`src/rtl/spi_pkg.sv`:
```
// Shared definitions for the SPI mode-0 target.
// Contents:
//   SPI_IDLE_BYTE            - byte shifted out / reported when no data exists
//   spi_target_state_t       - target FSM states
//   SPI_SYNC_STAGES_DEFAULT  - default synchronizer depth for the SPI pins
package spi_pkg;

    localparam logic [7:0] SPI_IDLE_BYTE = 8'hFF;

    localparam int SPI_SYNC_STAGES_DEFAULT = 2;

    typedef enum logic {
        IDLE     = 1'b0,
        SELECTED = 1'b1
    } spi_target_state_t;

endpackage

```
`src/rtl/spi_target_sync_edge.sv`:
```
// sync_edge: N-flop synchronizer for an asynchronous pin, followed by one
// delay flop so that single-cycle rise/fall pulses can be derived in the
// clk domain.
// Ports:
//   clk    in   system clock
//   rst_n  in   synchronous active-low reset
//   din    in   asynchronous input pin
//   level  out  synchronized level (output of the last synchronizer flop)
//   rise   out  one-cycle pulse when level goes 0->1
//   fall   out  one-cycle pulse when level goes 1->0
module sync_edge
    import spi_pkg::*;
#(
    parameter int   STAGES  = SPI_SYNC_STAGES_DEFAULT,
    parameter logic RST_VAL = 1'b0
) (
    input  logic clk,
    input  logic rst_n,
    input  logic din,
    output logic level,
    output logic rise,
    output logic fall
);

    logic [STAGES-1:0] sync_q;
    logic [STAGES-1:0] sync_d;
    logic              dly_q;
    logic              dly_d;

    always_comb begin
        sync_d = {sync_q[STAGES-2:0], din};
        dly_d  = sync_q[STAGES-1];
    end

    // Reset to the pin's idle value so releasing reset never fakes an edge.
    always_ff @(posedge clk) begin
        if (!rst_n) begin
            sync_q <= {STAGES{RST_VAL}};
            dly_q  <= RST_VAL;
        end else begin
            sync_q <= sync_d;
            dly_q  <= dly_d;
        end
    end

    assign level = sync_q[STAGES-1];
    assign rise  = level & ~dly_q;
    assign fall  = ~level & dly_q;

endmodule

```
`src/rtl/spi_target.sv`:
```
// spi_target: SPI mode-0 responder. sclk/cs_n/mosi are oversampled in the
// clk domain; one byte is shifted MSB-first per 8 sclk rising edges.
// Ports:
//   clk, rst_n            system clock, synchronous active-low reset
//   sclk, cs_n, mosi      asynchronous SPI pins from the initiator
//   miso                  serial data out, 1 when not selected
//   tx_data, tx_load      write into the one-deep holding register
//   tx_ready              holding register empty
//   rx_data, rx_valid     last received byte (0xFF when not valid)
//   rx_ack                consume received byte, clears rx_valid/rx_overrun
//   rx_overrun            sticky: byte completed while rx_valid was set
//   busy                  selected with a partial byte in progress
module spi_target
    import spi_pkg::*;
#(
    parameter int SYNC_STAGES = SPI_SYNC_STAGES_DEFAULT
) (
    input  logic       clk,
    input  logic       rst_n,
    input  logic       sclk,
    input  logic       cs_n,
    input  logic       mosi,
    output logic       miso,
    input  logic [7:0] tx_data,
    input  logic       tx_load,
    output logic       tx_ready,
    output logic [7:0] rx_data,
    output logic       rx_valid,
    input  logic       rx_ack,
    output logic       rx_overrun,
    output logic       busy
);

    logic sclk_level_unused;
    logic sclk_rise;
    logic sclk_fall;
    logic cs_level;
    logic cs_rise;
    logic cs_fall;
    logic mosi_s;
    logic mosi_rise_unused;
    logic mosi_fall_unused;

    sync_edge #(.STAGES(SYNC_STAGES), .RST_VAL(1'b0)) u_sync_sclk (
        .clk   (clk),
        .rst_n (rst_n),
        .din   (sclk),
        .level (sclk_level_unused),
        .rise  (sclk_rise),
        .fall  (sclk_fall)
    );

    sync_edge #(.STAGES(SYNC_STAGES), .RST_VAL(1'b1)) u_sync_cs (
        .clk   (clk),
        .rst_n (rst_n),
        .din   (cs_n),
        .level (cs_level),
        .rise  (cs_rise),
        .fall  (cs_fall)
    );

    sync_edge #(.STAGES(SYNC_STAGES), .RST_VAL(1'b1)) u_sync_mosi (
        .clk   (clk),
        .rst_n (rst_n),
        .din   (mosi),
        .level (mosi_s),
        .rise  (mosi_rise_unused),
        .fall  (mosi_fall_unused)
    );

    spi_target_state_t state_q, state_d;
    logic [2:0]        cnt_q, cnt_d;
    logic [7:0]        rx_shift_q, rx_shift_d;
    logic [7:0]        tx_shift_q, tx_shift_d;
    logic [7:0]        hold_q, hold_d;
    logic              hold_full_q, hold_full_d;
    logic [7:0]        rx_data_q, rx_data_d;
    logic              rx_valid_q, rx_valid_d;
    logic              rx_overrun_q, rx_overrun_d;
    logic              consume;
    logic [7:0]        rx_byte;
    logic [7:0]        next_tx;

    always_comb begin
        state_d      = state_q;
        cnt_d        = cnt_q;
        rx_shift_d   = rx_shift_q;
        tx_shift_d   = tx_shift_q;
        hold_d       = hold_q;
        hold_full_d  = hold_full_q;
        rx_data_d    = rx_data_q;
        rx_valid_d   = rx_valid_q;
        rx_overrun_d = rx_overrun_q;
        consume      = 1'b0;
        rx_byte      = {rx_shift_q[6:0], mosi_s};
        next_tx      = hold_full_q ? hold_q : SPI_IDLE_BYTE;

        // Ack is applied first so a byte completing in the same cycle wins.
        if (rx_ack) begin
            rx_valid_d   = 1'b0;
            rx_overrun_d = 1'b0;
            rx_data_d    = SPI_IDLE_BYTE;
        end

        case (state_q)
            IDLE: begin
                if (cs_fall) begin
                    state_d    = SELECTED;
                    cnt_d      = 3'd0;
                    tx_shift_d = next_tx;
                    consume    = 1'b1;
                end
            end
            SELECTED: begin
                if (cs_rise) begin
                    // Deselect drops any partial byte; holding register is kept.
                    state_d    = IDLE;
                    cnt_d      = 3'd0;
                    rx_shift_d = SPI_IDLE_BYTE;
                end else if (sclk_rise) begin
                    rx_shift_d = rx_byte;
                    cnt_d      = cnt_q + 3'd1;
                    if (cnt_q == 3'd7) begin
                        rx_data_d  = rx_byte;
                        rx_valid_d = 1'b1;
                        if (rx_valid_q && !rx_ack) begin
                            rx_overrun_d = 1'b1;
                        end
                    end
                end else if (sclk_fall) begin
                    // Counter at 0 on a fall means the byte just finished:
                    // fetch the next one instead of shifting.
                    if (cnt_q != 3'd0) begin
                        tx_shift_d = {tx_shift_q[6:0], 1'b1};
                    end else begin
                        tx_shift_d = next_tx;
                        consume    = 1'b1;
                    end
                end
            end
            default: begin
                state_d = IDLE;
            end
        endcase

        if (consume) begin
            hold_full_d = 1'b0;
        end
        // Acceptance looks at the registered flag, so a load in the consume
        // cycle only lands if the register was already empty.
        if (tx_load && !hold_full_q) begin
            hold_d      = tx_data;
            hold_full_d = 1'b1;
        end
    end

    always_ff @(posedge clk) begin
        if (!rst_n) begin
            state_q      <= IDLE;
            cnt_q        <= 3'd0;
            rx_shift_q   <= SPI_IDLE_BYTE;
            tx_shift_q   <= SPI_IDLE_BYTE;
            hold_q       <= SPI_IDLE_BYTE;
            hold_full_q  <= 1'b0;
            rx_data_q    <= SPI_IDLE_BYTE;
            rx_valid_q   <= 1'b0;
            rx_overrun_q <= 1'b0;
        end else begin
            state_q      <= state_d;
            cnt_q        <= cnt_d;
            rx_shift_q   <= rx_shift_d;
            tx_shift_q   <= tx_shift_d;
            hold_q       <= hold_d;
            hold_full_q  <= hold_full_d;
            rx_data_q    <= rx_data_d;
            rx_valid_q   <= rx_valid_d;
            rx_overrun_q <= rx_overrun_d;
        end
    end

    assign miso       = (state_q == SELECTED) ? tx_shift_q[7] : 1'b1;
    assign tx_ready   = ~hold_full_q;
    assign rx_data    = rx_data_q;
    assign rx_valid   = rx_valid_q;
    assign rx_overrun = rx_overrun_q;
    assign busy       = ~cs_level & (cnt_q != 3'd0);

endmodule

```
`config.mk`:
```
export PLATFORM = sky130hd
export DESIGN_NAME = spi_target
export DESIGN_NICKNAME = d
export VERILOG_FILES = /design/src/rtl/spi_pkg.sv /design/src/rtl/spi_target_sync_edge.sv /design/src/rtl/spi_target.sv
export SDC_FILE = /design/constraint.sdc
export NUM_CORES = 1
export LEC_CHECK = 0
export BUFFER_PORTS_ARGS = -buffer_cell sky130_fd_sc_hd__buf_4
export CORE_MARGIN = 3
export CORE_UTILIZATION = 45
export CTS_CLUSTER_SIZE = 8
export DETAILED_ROUTE_END_ITERATION = 10
export GPL_ROUTABILITY_DRIVEN = 0
export PLACE_DENSITY_LB_ADDON = 0.1
export SYNTH_ARGS = -nofsm -noshare
export SYNTH_HDL_FRONTEND = slang
export SYNTH_HIERARCHICAL = 1
export SYNTH_SLANG_ARGS = --single-unit
```
`constraint.sdc`:
```
create_clock -name clk -period 2.58 [get_ports clk]
set_input_delay 0.258 -clock clk [delete_from_list [all_inputs] [get_ports clk]]
set_output_delay 0.258 -clock clk [all_outputs]
set_load 0.01 [all_outputs]
```
==> summary.txt <==
Die
  • Initial Util: 0.486
  • Core area: 0.00380 mm²
  • I/O pin count: 28
  • Die area: 0.00491 mm²
  • Die width: 70.0 µm
  • Die H: 70.0 µm
  • Rows: 22

Worst hold path
  • Hold endpoint: u_sync_mosi/sync_q[0]
  • Worst Hold Depth: 2
  • Worst min path class: in2reg
  • HP Start: mosi

STA
  • Final worst-path cycle share: 0.730
  • Worst Clk Skew: 0.00186 ns
  • Final slew viol count: 0
  • Fin crit period: 1.88 ns
  • Rel. slew slack: 0.600
  • Slew @ Worst Pin: 0.599 ns
  • Fin Setup TNS: 0 ns
  • Endpoints failing setup: 0
  • Unrepaired setup endpoints after global routing: no
  • Hold Fails Final Rpt: 0
  • Fmax achieved: 0.531 GHz

Detailed routing
  • Post-DR vias/cell: 5.62
  • Vias: 1,539
  • WL final: 3.85 mm
  • DRC: 0
  • DR iter-0 viols: 97
  • Final ANT Viol Nets: 0
  • WL per Instance: 14.1 µm
  • First drt pass iteration count: 4

Final layout
  • Fillers: 362
  • Final core occ: 0.559
  • Nets: 243
  • Share of cells above drive strength 1: 0.159
  • Synth-to-Final Area Change: 15.0%
  • Antenna diodes: 0
  • Final cell count without fillers: 274

Clock tree
  • Post-CTS sizing: 0
  • # clock sinks: 46
  • Total CTS buffers: 5
  • Clock transition at path regs: 0.08 ns
  • Clock latency on the worst-skew pair: 0.29 ns
  • H-tree Lvls: 2
  • Post-CTS Setup Bufs: 0
  • CTS Hold Buffers Added: 0
  • Clock tree root buffer cell: clkbuf_8
  • CTS tree: yes
  • Worst-case clock buffer depth: 2

Global route
  • Vias in the first global route: 1,502
  • Global-route usage over all layers: 0.159
  • Routing usage on met3: 0.0446
  • Remaining Overflow, GRT: 0
  • Met1 Use GR: 0.180
  • First-pass GRT wire length: 6.41 mm
  • Antenna violations before repair: 0
  • GRT busiest layer: met2
  • Largest net degree at the start of global routing: 48
  • Met2 Track Usage GR: 0.275

Place
  • Quantity of I/O buffers inserted on ports: 27
  • Placed insts: 266
  • DP HPWL: 2.74 mm

Synthesis
  • Syn_nets: 225
  • YS warnings: 6
  • Synth Area per Inst: 8.92 µm²
  • Post-Syn Area: 0.00185 mm²
  • Cell count after synthesis: 207

Critical path
  • Critical R2R Launch: state_q
  • Reg2Reg Depth: 3
  • Crit path required time: 2.77 ns
  • Reg2Reg Capture Point: tx_shift_q[5]
  • Critical path peak fanout: 20
  • Critical path type: reg2reg
  • Reg2Reg Setup Slack: 0.70 ns
  • CP Capture Type: register
  • Arr. time, crit path: 2.08 ns
  • CP Launch Type: register

Outcome
  • Status: finished, final reports clean

Power and ir drop
  • Leakage power: 0.811 nW
  • Worst vdd rail ir drop: 0.000279 V
  • Pwr dens: 609 mW/mm²

Job
  • Max-cap viol count: 0
## per-layer routing
| metal | up-vias | routed length, µm |
|---|---|---|
| met3 | 8 | 180 |
| li1 | 768 | - |
| met1 | 721 | 1680 |
| met4 | 0 | 63 |
| met5 | - | 0 |
| met2 | 42 | 1920 |
## worst max-delay path: stages, from the launching register on
cell and delay [ns]:
dfxtp_1 0.71, nand4bb_1 0.43, and2_4 0.34, o311ai_1 0.30
## stage by stage
step,setup slack [ns],total power [mW],area (µm²),hold WS (ns)
after floorplan,1.12,0.829,1850,0.331
after global placement,0.885,0.856,2030,0.392
after detailed placement,0.768,0.861,2030,0.396
after CTS,0.739,1.31,2120,0.137
after global routing,0.581,1.35,2120,0.144
final,0.697,1.29,2120,0.142
## state kept, by name (all words and copies together) (netlist names), 2 cells and up
signal	flops
cnt_q	3
hold_q	8
u_sync_cs/sync_q	2
u_sync_mosi/sync_q	2
tx_shift_q	8
rx_shift_q	7
u_sync_sclk/sync_q	2
rx_data	8
## worst max path at each step
stage	startpoint	end	slack, ns
after global routing	state_q	tx_shift_q[5]	0.58
after detailed placement	state_q	tx_shift_q[5]	0.77
after floorplan	u_sync_sclk/sync_q[1]	tx_shift_q[1]	1.12
after CTS	cnt_q[0]	busy	0.74
final	state_q	tx_shift_q[5]	0.70
after global placement	state_q	tx_shift_q[2]	0.89
## cell usage in the layout, fill, tap and decap left out, drive strengths merged
| cell type | count |
|---|---|
| a211oi | 7 |
| a21boi | 6 |
| a21oi | 1 |
| a221oi | 1 |
| a32oi | 1 |
| and2 | 4 |
| and4b | 1 |
| buf | 27 |
| clkbuf | 6 |
| clkinv | 2 |
| clkinvlp | 1 |
| dfxtp | 46 |
| ha | 3 |
| inv | 4 |
| nand2 | 23 |
| nand2b | 13 |
| nand3 | 18 |
| nand3b | 1 |
| nand4b | 3 |
| nand4bb | 1 |
| nor2 | 9 |
| nor2b | 7 |
| nor3 | 15 |
| nor3b | 1 |
| o21a | 1 |
| o21ai | 9 |
| o22ai | 7 |
| o311ai | 8 |
## where the power goes
part	internal [mW]	switching [mW]	total, mW	leakage [nW]
Clock	0.215	0.234	0.449	0.0472
Sequential	0.734	0.0174	0.751	0.376
Combinational	0.0419	0.0508	0.0927	0.388
Total	0.991	0.302	1.29	0.811
## cell type report
class                           count  area (µm²)  share of cell area
Clock buffer                        6        82.6              0.0389
Tap cell                           48        60.1              0.0283
Inverter                            5        18.8             0.00884
Clock inverter                      2        12.5             0.00590
Sequential cell                    46         921               0.434
Timing Repair Buffer               27         203              0.0955
Multi-Input combinational cell    140         825               0.389
Power figures use the tool's default switching activity.
